### src/rtl/hamming_11_7_dec.sv
// Two-stage pipelined Hamming(11,7) single-error-correcting decoder with
// valid/ready flow control and saturating corrected/uncorrectable word counters.
module hamming_11_7_dec #(
  parameter int CNT_W = 16
) (
  input  logic             clk,
  input  logic             rst_n,
  input  logic [10:0]      in_code,
  input  logic             in_valid,
  output logic             in_ready,
  output logic [6:0]       out_data,
  output logic [3:0]       out_syndrome,
  output logic             out_corrected,
  output logic             out_uncorr,
  output logic             out_valid,
  input  logic             out_ready,
  input  logic             cnt_clear,
  output logic [CNT_W-1:0] corr_cnt,
  output logic [CNT_W-1:0] uncorr_cnt
);

  function automatic logic [3:0] calc_syn(input logic [10:0] c);
    logic [3:0] s;
    s[0] = c[0] ^ c[2] ^ c[4] ^ c[6] ^ c[8] ^ c[10];
    s[1] = c[1] ^ c[2] ^ c[5] ^ c[6] ^ c[9] ^ c[10];
    s[2] = ^c[6:3];
    s[3] = ^c[10:7];
    return s;
  endfunction

  // Syndromes 12..15 point outside the word, so they leave it untouched.
  function automatic logic [10:0] correct(input logic [10:0] c, input logic [3:0] s);
    logic [10:0] mask;
    mask = '0;
    if ((s != 4'd0) && (s <= 4'd11))
      mask = 11'd1 << (s - 4'd1);
    return c ^ mask;
  endfunction

  function automatic logic [6:0] extract(input logic [10:0] c);
    return {c[10], c[9], c[8], c[6], c[5], c[4], c[2]};
  endfunction

  function automatic logic [CNT_W-1:0] sat_inc(input logic [CNT_W-1:0] v);
    return (&v) ? v : v + 1'b1;
  endfunction

  logic             s1_valid_q, s1_valid_d;
  logic [10:0]      s1_code_q, s1_code_d;
  logic [3:0]       s1_syn_q, s1_syn_d;
  logic             out_valid_q, out_valid_d;
  logic [6:0]       out_data_q, out_data_d;
  logic [3:0]       out_syn_q, out_syn_d;
  logic             out_corr_q, out_corr_d;
  logic             out_uncorr_q, out_uncorr_d;
  logic [CNT_W-1:0] corr_cnt_q, corr_cnt_d;
  logic [CNT_W-1:0] uncorr_cnt_q, uncorr_cnt_d;

  logic s2_load, s1_load, s1_take, xfer, s1_corr, s1_uncorr;

  always_comb begin
    s2_load   = !out_valid_q || out_ready;
    s1_load   = !s1_valid_q || s2_load;
    s1_take   = s1_load && in_valid;
    xfer      = s2_load && s1_valid_q;
    s1_corr   = (s1_syn_q != 4'd0) && (s1_syn_q <= 4'd11);
    s1_uncorr = (s1_syn_q >= 4'd12);

    // Stage 1: capture the received word and its syndrome
    s1_valid_d = s1_load ? in_valid : s1_valid_q;
    s1_code_d  = s1_code_q;
    s1_syn_d   = s1_syn_q;
    if (s1_take) begin
      s1_code_d = in_code;
      s1_syn_d  = calc_syn(in_code);
    end

    // Stage 2: corrected data and status, held while stalled
    out_valid_d  = s2_load ? s1_valid_q : out_valid_q;
    out_data_d   = out_data_q;
    out_syn_d    = out_syn_q;
    out_corr_d   = out_corr_q;
    out_uncorr_d = out_uncorr_q;
    if (xfer) begin
      out_data_d   = extract(correct(s1_code_q, s1_syn_q));
      out_syn_d    = s1_syn_q;
      out_corr_d   = s1_corr;
      out_uncorr_d = s1_uncorr;
    end

    corr_cnt_d   = corr_cnt_q;
    uncorr_cnt_d = uncorr_cnt_q;
    if (cnt_clear) begin
      corr_cnt_d   = '0;
      uncorr_cnt_d = '0;
    end else if (xfer) begin
      if (s1_corr)   corr_cnt_d   = sat_inc(corr_cnt_q);
      if (s1_uncorr) uncorr_cnt_d = sat_inc(uncorr_cnt_q);
    end
  end

  always_ff @(posedge clk or negedge rst_n) begin
    if (!rst_n) begin
      s1_valid_q   <= 1'b0;
      out_valid_q  <= 1'b0;
      out_data_q   <= '0;
      out_syn_q    <= '0;
      out_corr_q   <= 1'b0;
      out_uncorr_q <= 1'b0;
      corr_cnt_q   <= '0;
      uncorr_cnt_q <= '0;
    end else begin
      s1_valid_q   <= s1_valid_d;
      out_valid_q  <= out_valid_d;
      out_data_q   <= out_data_d;
      out_syn_q    <= out_syn_d;
      out_corr_q   <= out_corr_d;
      out_uncorr_q <= out_uncorr_d;
      corr_cnt_q   <= corr_cnt_d;
      uncorr_cnt_q <= uncorr_cnt_d;
    end
  end

  // Stage-1 payload is qualified by s1_valid_q, so it needs no reset.
  always_ff @(posedge clk) begin
    s1_code_q <= s1_code_d;
    s1_syn_q  <= s1_syn_d;
  end

  assign in_ready      = s1_load;
  assign out_valid     = out_valid_q;
  assign out_data      = out_data_q;
  assign out_syndrome  = out_syn_q;
  assign out_corrected = out_corr_q;
  assign out_uncorr    = out_uncorr_q;
  assign corr_cnt      = corr_cnt_q;
  assign uncorr_cnt    = uncorr_cnt_q;

endmodule

### config.mk
export PLATFORM = sky130hd
export DESIGN_NAME = hamming_11_7_dec
export DESIGN_NICKNAME = d
export VERILOG_FILES = /design/src/rtl/hamming_11_7_dec.sv
export SDC_FILE = /design/constraint.sdc
export NUM_CORES = 1
export LEC_CHECK = 0
export BUFFER_PORTS_ARGS = -buffer_cell sky130_fd_sc_hd__buf_4
export CAP_MARGIN = 20
export CELL_PAD_IN_SITES_DETAIL_PLACEMENT = 1
export CELL_PAD_IN_SITES_GLOBAL_PLACEMENT = 1
export CORE_MARGIN = 5
export CORE_UTILIZATION = 37
export DETAILED_ROUTE_END_ITERATION = 6
export HOLD_SLACK_MARGIN = 0.05
export PLACE_DENSITY = 0.84
export SETUP_SLACK_MARGIN = 0.1
export SYNTH_ARGS = -nofsm -noshare
export SYNTH_HDL_FRONTEND = slang
export SYNTH_SLANG_ARGS = --single-unit
export TNS_END_PERCENT = 100
### constraint.sdc
create_clock -name clk -period 2 [get_ports clk]
set_clock_uncertainty 0.2 [all_clocks]
set_input_delay 0.1 -clock clk [delete_from_list [all_inputs] [get_ports clk]]
set_output_delay 0.1 -clock clk [all_outputs]
set_load 0.1 [all_outputs]
==> run summary, run 1 <==
Clock latency on the worst-skew pair = 0.35 ns
Compound-Gate Fraction of Synth Area = 4.77%
Largest net degree at the start of global routing = 48
FP Rows = 32
Synth Warn # = 0
Clock Tree Buf Depth = 2
CP Max Fanout = 6
Core Region = 0.00761 mm2
Fin cells = 527
Slowest CP cell = or4b_4
Initial DRC Count = 54
Synth Area in Simple Gates = 24.3%
RSZ-0062 raised after global routing = yes
Mapped Avg Cell Area = 10.3 um2
Critical Path RT = 2.06 ns
Type of origin of the critical path = register
Seq/Total Area, Yosys = 53.1%
XOR/XNOR Fraction of Synth Area = 12.7%
M2 GR Usage = 41.2%
Die area = 0.00951 mm2
Clock Sinks = 58
Initial Utilization = 37.3%
Mapped Nets = 292
Post-synthesis mux area share = 2.74%
Die W = 97.5 um
Max-cap violations = 0
Leading cell type in the layout, fill and taps excluded = buf_4
Initial antenna violation count = 0
Relative slew slack = 58.4%
GR Overflow Total = 0
Total Wirelength = 10600 um
Worst-path clk slew = 0.08 ns
Status = complete, but fails checks
Final Max Tran Viols = 0
Worst VDD drop = 0.721 mV
Vias in the first global route = 3126
WL per Instance = 20.1 um
Netlist cell types = 38
Met3 Use GR = 3.66%
Top Usage Layer GRT = met2
Failing checks = negative setup slack
Via count = 2781
Power Dens Cells = 791 mW/mm2
Placed Area = 0.00403 mm2
Post-synth top flop = dfrtp_1
Post-Synth Adder-Cell Area = 0.883%
Final setup viols = 17
Crit path DAT = 2.31 ns
Most frequent cells in the layout = 121 x buf_4, 33 x xnor2_1, 32 x nor2_1
Fillers = 801
CTS root buf = clkbuf_8
Fraction of registers with async set/reset = 81.0%
CTS H-tree depth = 3
CTS buffer count = 9
Post-synth EDFFs = 11
CP max stage delay = 0.52 ns
Post-route ant nets = 0
Hold Crit Class = in2reg
M1 GR Usage = 23.0%
Yosys reg bits = 58
Nets = 438
Final WS setup = -0.242 ns
Syn Inst Count = 274
Drt drc = 0
Critical-path cell list = ha_4 -> nand4_1 -> nor4_4 -> or3_4 -> or4b_4 -> a21oi_4
# diodes = 0
Ports = 63
Crit Path Category = reg2reg
Fin crit share = 112%
FMAX = 446 MHz
Final Hold Vio Count = 0
Worst Tran Pin Value = 0.625 ns
Worst Setup End Kind = register
Minimum clock period = 2.24 ns
Dpl cells = 478
Largest family of logic cells by synthesized area = simple AND/OR/NAND/NOR gates
IO Port Bufs = 62
Share of layout cells above drive strength 1 = 54.4%
Fin util = 63.2%
DRT Pass-1 Iters = 4
Mapped cell area = 0.00284 mm2
GPL Wtd Cong = 0.825
TritonCTS clock tree = yes
Post-Layout Inst Area = 0.00480 mm2
Leak pwr = 1.94 nW
Synthesis-to-finish area growth = 69.5%
DP HPWL = 6300 um
Die height = 97.5 um
Vias/cell = 5.28
GRT Overall Usage = 21.4%
First-pass GRT wire length = 16100 um
[metrics by stage]
stage	hold slack, ns	TNS (ns)	setup WS [ns]	total power, W
global placement	-0.0471	-0.241	-0.108	0.00235
global route	0.146	-2.70	-0.282	0.00393
detailed placement	-0.0370	-0.787	-0.194	0.00238
floorplan	-0.396	-7.98	-0.387	0.00209
CTS	0.101	-0.952	-0.186	0.00379
finish	0.104	-1.55	-0.242	0.00380
[cells in the mapped netlist (3+ instances only)]
cell / count / area, um2
dfrtp_1: 47 / 1180
xnor2_1: 37 / 324
nor2_1: 36 / 135
nand2_1: 24 / 90.1
nand3_1: 12 / 60.1
o21ai_0: 12 / 60.1
edfxtp_1: 11 / 330
nand4_1: 10 / 62.6
nor3_1: 10 / 50.1
a21oi_1: 9 / 45.0
nor4_1: 8 / 50.1
clkbuf_1: 6 / 22.5
mux2_2: 6 / 67.6
nand2b_1: 6 / 37.5
xor2_1: 4 / 35.0
o31ai_1: 3 / 22.5
or4_1: 3 / 22.5
[layout make-up]
cell class,instances,area [um2],area share [%]
inverter,2,7.51,0.156
multi-input combinational,205,1630,34.0
timing repair buffer,144,1180,24.7
tap,102,128,2.66
clock inverter,6,105,2.19
sequential,58,1620,33.7
clock buffer,10,128,2.66
[critical path, delay by kind of cell, from the launching register on]
family,cells,cell delay [ns]
compound gates,1,0.16
fa+ha+maj,1,0.17
flops,1,0.51
simple gates,4,1.11
[layer usage]
layer / routed length, um / up-vias / part of all wire (%)
met2: 5860 / 84 / 55
met4: 298 / 0 / 2.8
met3: 409 / 23 / 3.9
li1: - / 1257 / -
met5: 0 / - / 0
met1: 4010 / 1417 / 38
[power breakdown]
part,total [W],internal (W),switching (W)
Sequential,0.00138,0.00131,0.0000690
Clock,0.00132,0.000822,0.000501
Combinational,0.00110,0.000322,0.000777
Total,0.00380,0.00245,0.00135
[cell families (layout without fill, tap and decap cells)]
logic type | count (synthesis) | in the layout
flip-flops | 58 | 58
buffers and inverters | 11 | 162
AO/OA/AOI/OAI | 25 | 25
multiplexers | 7 | 7
adder cells (fa/ha/maj) | 2 | 2
AND/OR/NAND/NOR | 130 | 130
XOR/XNOR | 41 | 41
[state kept, by name (all words and copies together), names as in the netlist, 4 cells and up]
signal and count:
s1_code_q 7, out_data 7, out_syndrome 4, uncorr_cnt 16, corr_cnt 16, s1_syn_q 4
[path summary, 6_finish.rpt]
path	from	to	slack [ns]	cells past startpoint
max	corr_cnt[1]	corr_cnt[9]	-0.24	6
min	in_code[1]	s1_syn_q[1]	0.10	4
max reg2reg	corr_cnt[1]	corr_cnt[9]	-0.24	6
min reg2reg	out_corrected	out_corrected	0.29	2
max in group asynchronous	rst_n	uncorr_cnt[3]	0.99	2
min in group asynchronous	rst_n	corr_cnt[8]	0.12	2
[timing repair]
action | in CTS | in global routing
pin swaps | 18 | 20
resized for setup | 31 | 15
hold endpoints to repair | 101 | 0
setup buffers | 10 | 8
setup endpoints to repair | 27 | 33
gates cloned | 1 | 1
hold buffers | 14 | 0
No activity file was read; power rests on OpenSTA's default activity.
==> run 2, diff against run 1 <==
--- a/config.mk
+++ b/config.mk
@@ -10,10 +10,10 @@
 export CELL_PAD_IN_SITES_DETAIL_PLACEMENT = 1
 export CELL_PAD_IN_SITES_GLOBAL_PLACEMENT = 1
 export CORE_MARGIN = 5
-export CORE_UTILIZATION = 37
+export CORE_UTILIZATION = 40
 export DETAILED_ROUTE_END_ITERATION = 6
 export HOLD_SLACK_MARGIN = 0.05
-export PLACE_DENSITY = 0.84
+export PLACE_DENSITY = 0.86
 export SETUP_SLACK_MARGIN = 0.1
 export SYNTH_ARGS = -nofsm -noshare
 export SYNTH_HDL_FRONTEND = slang
==> constraint.sdc (replaced) <==
create_clock -name clk -period 2.85 [get_ports clk]
set_clock_uncertainty 0.2 [all_clocks]
set_input_delay 0.1425 -clock clk [delete_from_list [all_inputs] [get_ports clk]]
set_output_delay 0.1425 -clock clk [all_outputs]
set_load 0.1 [all_outputs]
==> run 2 against run 1 <==
Cell area is 23% lower. Via count is 17% lower. Sequential share of layout area increased by 7.2 points. Global-route usage down 4.1 points. First-iteration DRC count increased by 22%. Critical path depth increased by 1. The run now ends clean. Critical endpoint unchanged. Register-to-register slack improved by 0.72 ns. Combinational power shrank 41%. Routed wire length decreased by 33%.
==> run summary, run 2 (same netlist as run 1, synthesis figures left out) <==
GRT Overall Usage = 17.3%
Nets = 372
Minimum clock period = 2.38 ns
Initial Utilization = 41.5%
Final Max Tran Viols = 0
Relative slew slack = 57.3%
Hold Crit Class = in2reg
CTS buffer count = 9
Pwr Total = 0.00223 W
# diodes = 0
WL per Instance = 15.5 um
Crit path DAT = 2.44 ns
Post-route ant nets = 0
Flop pwr share = 43.4%
Initial DRC Count = 66
Synthesis-to-finish area growth = 30.3%
Die W = 94.2 um
DRT Pass-1 Iters = 4
GR Overflow Total = 0
Critical Path RT = 2.91 ns
Clock latency on the worst-skew pair = 0.33 ns
Core Region = 0.00683 mm2
CP Max Fanout = 14
Drt drc = 0
Final WS setup = 0.466 ns
Crit Path Category = in2reg
Die area = 0.00887 mm2
Type of origin of the critical path = input port
Clock share of power = 27.6%
Share of layout cells above drive strength 1 = 25.3%
Critical-path cell list = dlygate4sd3_1 -> buf_4 -> nand2b_1 -> nand4_4 -> or3_1 -> or4b_1 -> a21oi_1
Die height = 94.2 um
Worst VDD drop = 0.407 mV
Setup TNS Final = 0 ns
Clock Tree Buf Depth = 2
Logic pwr share = 29.0%
Leading cell type in the layout, fill and taps excluded = buf_4
Fin crit share = 83.7%
Sw frac = 38.2%
Vias in the first global route = 2436
Worst-path clk slew = 0.06 ns
GPL Wtd Cong = 0.821
FMAX = 419 MHz
IO Port Bufs = 62
Post-CTS Setup Bufs = 0
Net Sw Power = 0.000852 W
Worst R2R Path Depth = 5
Worst slack, placed = 0.480 ns
RSZ-0062 raised after global routing = no
Vias/cell = 5.08
Total Wirelength = 7040 um
Largest net degree at the start of global routing = 48
FP Rows = 30
Min-Delay Path Depth = 3
First-pass GRT wire length = 11900 um
Final Hold Vio Count = 0
Worst Setup End Kind = register
Delay-heaviest family, CP = simple AND/OR/NAND/NOR gates
Leak pwr = 1.51 nW
Ports = 63
CTS root buf = clkbuf_8
Final setup viols = 0
Crit. path cell count = 7
Status = finished, final reports clean
DP HPWL = 5130 um
Power Dens Cells = 603 mW/mm2
TritonCTS clock tree = yes
Max-cap violations = 0
Post-Layout Inst Area = 0.00369 mm2
CTS H-tree depth = 3
Clock Sinks = 58
Int Pwr = 0.00138 W
Placed Area = 0.00341 mm2
Resized cells post-CTS = 0
CP max stage delay = 0.56 ns
Worst Tran Pin Value = 0.635 ns
Slowest CP cell = or3_1
Via count = 2313
Bufs and invs on worst path = 2
Initial antenna violation count = 0
Most frequent cells in the layout = 65 x buf_4, 44 x dfrtp_1, 37 x xnor2_1
## run 2: cell count changes in the layout (fill, tap and decap cells not counted), sizes merged
cell / previous run / this run
bufinv: 3 / 0
clkinv: 3 / 5
buf: 129 / 65
dlygate4sd3: 14 / 13
## run 2: layout make-up
class / count / area [um2]
flip-flops and latches: 58 / 1510
repair buffers: 78 / 618
fillers: 783 / 3140
clock inverters: 5 / 22.5
clock buffers: 11 / 131
well taps: 96 / 120
inverters: 2 / 7.51
multi-input cells: 205 / 1280
## run 2: tightest hold or removal path, cell delays in order
cell and delay (ns):
buf_4 0.08, xor2_1 0.06, xnor2_1 0.16
## run 2: stage by stage
stage	std cells	utilization, %	hold WS, ns
after floorplan	274	-	-0.353
after global placement	426	49.9	-0.00451
after detailed placement	426	49.9	0.00275
after CTS	455	54.1	0.103
after global routing	455	54.1	0.0963
final	455	54.1	0.102
## run 2: power groups by stage
stage / logic [W] / clock network (W) / registers, W
3_5_place_dp: 0.000638 / 0 / 0.000984
2_1_floorplan: 0.000141 / 0 / 0.00131
4_1_cts: 0.000653 / 0.000635 / 0.000969
3_3_place_gp: 0.000626 / 0 / 0.000979
5_1_grt: 0.000679 / 0.000678 / 0.000976
6_report: 0.000647 / 0.000615 / 0.000967
## run 2: final timing paths
check	from	endpoint	slack (ns)
max	out_ready	corr_cnt[9]	0.47
min	in_code[7]	s1_syn_q[3]	0.10
max in group asynchronous	rst_n	corr_cnt[0]	1.84
min reg2reg	out_data[3]	out_data[3]	0.28
max reg2reg	s1_syn_q[3]	corr_cnt[9]	0.48
min in group asynchronous	rst_n	corr_cnt[15]	0.17
## run 2: what timing repair did
action,4_1_cts,5_1_grt
endpoints found under the setup margin,0,0
hold buffers,13,0
hold endpoints to repair,85,0
## run 2: per-layer routing
metal | global-route usage, % | routed length [um]
met1 | 21.0 | 3020
met2 | 29.2 | 3530
met3 | 3.93 | 352
met4 | 7.70 | 127
met5 | 0 | 0
==> run 3, diff against run 2 <==
--- a/config.mk
+++ b/config.mk
@@ -5,6 +5,7 @@
 export SDC_FILE = /design/constraint.sdc
 export NUM_CORES = 1
 export LEC_CHECK = 0
+export ABC_AREA = 1
 export BUFFER_PORTS_ARGS = -buffer_cell sky130_fd_sc_hd__buf_4
 export CAP_MARGIN = 20
 export CELL_PAD_IN_SITES_DETAIL_PLACEMENT = 1
@@ -13,7 +14,7 @@
 export CORE_UTILIZATION = 40
 export DETAILED_ROUTE_END_ITERATION = 6
 export HOLD_SLACK_MARGIN = 0.05
-export PLACE_DENSITY = 0.86
+export PLACE_DENSITY = 0.88
 export SETUP_SLACK_MARGIN = 0.1
 export SYNTH_ARGS = -nofsm -noshare
 export SYNTH_HDL_FRONTEND = slang
==> constraint.sdc (replaced) <==
create_clock -name clk -period 2.2 [get_ports clk]
set_clock_uncertainty 0.2 [all_clocks]
set_input_delay 0.11 -clock clk [delete_from_list [all_inputs] [get_ports clk]]
set_output_delay 0.11 -clock clk [all_outputs]
set_load 0.1 [all_outputs]
==> run 3 against run 2 <==
Sequential share of layout area down 5.4 points. Clock power up 95%. Utilization down 0.88 points. Area after synthesis up 16%. Cell area up 17%. Critical path type is now reg2reg.
==> run summary, run 3 <==
Minimum clock period = 2.02 ns
Fin crit share = 91.7%
Core Region = 0.00813 mm2
Setup TNS Final = 0 ns
Leading cell type in the layout, fill and taps excluded = nand2_1
Type of origin of the critical path = register
Drt drc = 0
Clock latency on the worst-skew pair = 0.34 ns
Worst VDD drop = 0.510 mV
Die height = 101 um
Post-synth top flop = dfrtp_1
TritonCTS clock tree = yes
Most frequent cells in the layout = 133 x nand2_1, 67 x buf_4, 42 x nand3_1
CP Max Fanout = 3
Ports = 63
Clock Sinks = 58
Fraction of registers with async set/reset = 81.0%
Fillers = 1007
Critical Path RT = 2.23 ns
Post-synth EDFFs = 11
FP Rows = 33
Reg2Reg Setup Slack = 0.18 ns
Clock Tree Buf Depth = 2
Final setup viols = 0
Die W = 101 um
Met3 wire len = 380 um
Vias/cell = 5.15
Met2 WL = 5230 um
Share of layout cells above drive strength 1 = 25.2%
Netlist cell types = 28
Via count = 3178
CTS H-tree depth = 3
Hold Crit Class = in2async
Syn Inst Count = 423
CTS buffer count = 9
Initial DRC Count = 103
Top Metal Used = met4
Total Wirelength = 10100 um
Biggest area consumer among synthesized cells = dfrtp_1
DP HPWL = 7040 um
Final Max Tran Viols = 0
GRT Overall Usage = 21.4%
Worst Setup End Kind = register
WL per Instance = 16.3 um
Worst Tran Pin Value = 0.639 ns
Worst-path clk slew = 0.07 ns
GPL Wtd Cong = 0.824
Mapped cell area = 0.00330 mm2
Top post-synthesis cells by count = 134 x nand2_1, 47 x dfrtp_1, 43 x nand3_1, 37 x nor2_1, 35 x inv_1
GR Overflow Total = 0
Largest net degree at the start of global routing = 48
Mapped Nets = 441
Power Dens Cells = 900 mW/mm2
CTS root buf = clkbuf_8
Leak pwr = 1.97 nW
Fin util = 53.2%
First-pass GRT wire length = 17000 um
DRT Pass-1 Iters = 4
Max-cap violations = 0
FMAX = 496 MHz
Crit Path Category = reg2reg
Post-Route M1 WL = 4240 um
Yosys top cell area share = 35.7%
Vias in the first global route = 3505
Dpl cells = 582
Status = finished, final reports clean
Mapped Avg Cell Area = 7.79 um2
Seq/Total Area, Yosys = 45.7%
# diodes = 0
Final Hold Vio Count = 0
RSZ-0062 raised after global routing = no
Initial antenna violation count = 0
Post-route ant nets = 0
Relative slew slack = 57.4%
Nets = 525
Initial Utilization = 40.5%
Synthesis-to-finish area growth = 31.3%
Synth Warn # = 0
Die area = 0.0102 mm2
Fin Hold WS = 0.129 ns
Crit path DAT = 2.04 ns
IO Port Bufs = 62
Top-count cell post-synth = nand2_1
Cells taking the most area after synthesis = dfrtp_1 36%, nand2_1 15%, edfxtp_1 10%
Yosys reg bits = 58
Fin cells = 617
==> run 3: worst max-delay path: stages (launching register included) <==
cell,delay [ns]
dfrtp_1,0.40
nand3_4,0.10
nand2_2,0.07
dlygate4sd3_1,0.55
nand2_1,0.05
dlygate4sd3_1,0.54
==> run 3: what timing repair did <==
item / in CTS / in global routing
endpoints found under the hold margin: 69 / 0
setup endpoints to repair: 0 / 1
setup buffers: 0 / 3
resized for setup: 0 / 1
hold buffers: 16 / 0
==> run 3: kinds of logic (layout without fill, tap and decap cells) <==
group           count (synthesis)  count (layout)  synth area share, %
simple gates                  243             243                 32.3
compound gates                 43              43                 7.59
fa+ha+maj                       2               2                0.759
flops                          58              58                 45.7
xor+xnor                       28              28                 7.44
buf+inv                        49             138                 6.19
==> run 3: final timing paths <==
kind / startpoint / end / depth (start not counted)
max reg2reg: s1_valid_q / s1_valid_q / 5
max in group asynchronous: rst_n / corr_cnt[11] / 2
min: rst_n / out_data[3] / 2
max: s1_valid_q / s1_valid_q / 5
min reg2reg: out_uncorr / out_uncorr / 2
min in group clk: in_code[0] / s1_syn_q[0] / 4
==> run 3: cell type report <==
| cell class | instances | area (um2) | share of cell area, % |
|---|---|---|---|
| repair buffers | 84 | 683 | 15.8 |
| multi-input cells | 316 | 1600 | 37.0 |
| clock buffers | 10 | 128 | 2.95 |
| inverters | 38 | 143 | 3.30 |
| flip-flops and latches | 58 | 1540 | 35.5 |
| clock inverters | 6 | 105 | 2.43 |
| well taps | 105 | 131 | 3.04 |
==> run 3: power breakdown <==
group | total (W) | switching (W) | internal, W
Combinational | 0.00135 | 0.00106 | 0.000293
Clock | 0.00120 | 0.000452 | 0.000745
Sequential | 0.00135 | 0.000113 | 0.00123
Total | 0.00390 | 0.00163 | 0.00227
==> run 3: per-layer routing <==
| metal | vias up | track usage [%] |
|---|---|---|
| li1 | 1534 | - |
| met1 | 1559 | 25.4 |
| met2 | 65 | 37.2 |
| met3 | 20 | 5.12 |
| met4 | 0 | 7.88 |
| met5 | - | 0 |
==> run 3: metrics by stage <==
stage	cell area (um2)	power [W]	setup WS (ns)
after CTS	4300	0.00391	0.164
final	4330	0.00390	0.183
after detailed placement	3910	0.00268	0.274
after floorplan	3340	0.00234	0.101
after global placement	3910	0.00264	0.367
after global routing	4330	0.00406	0.0981
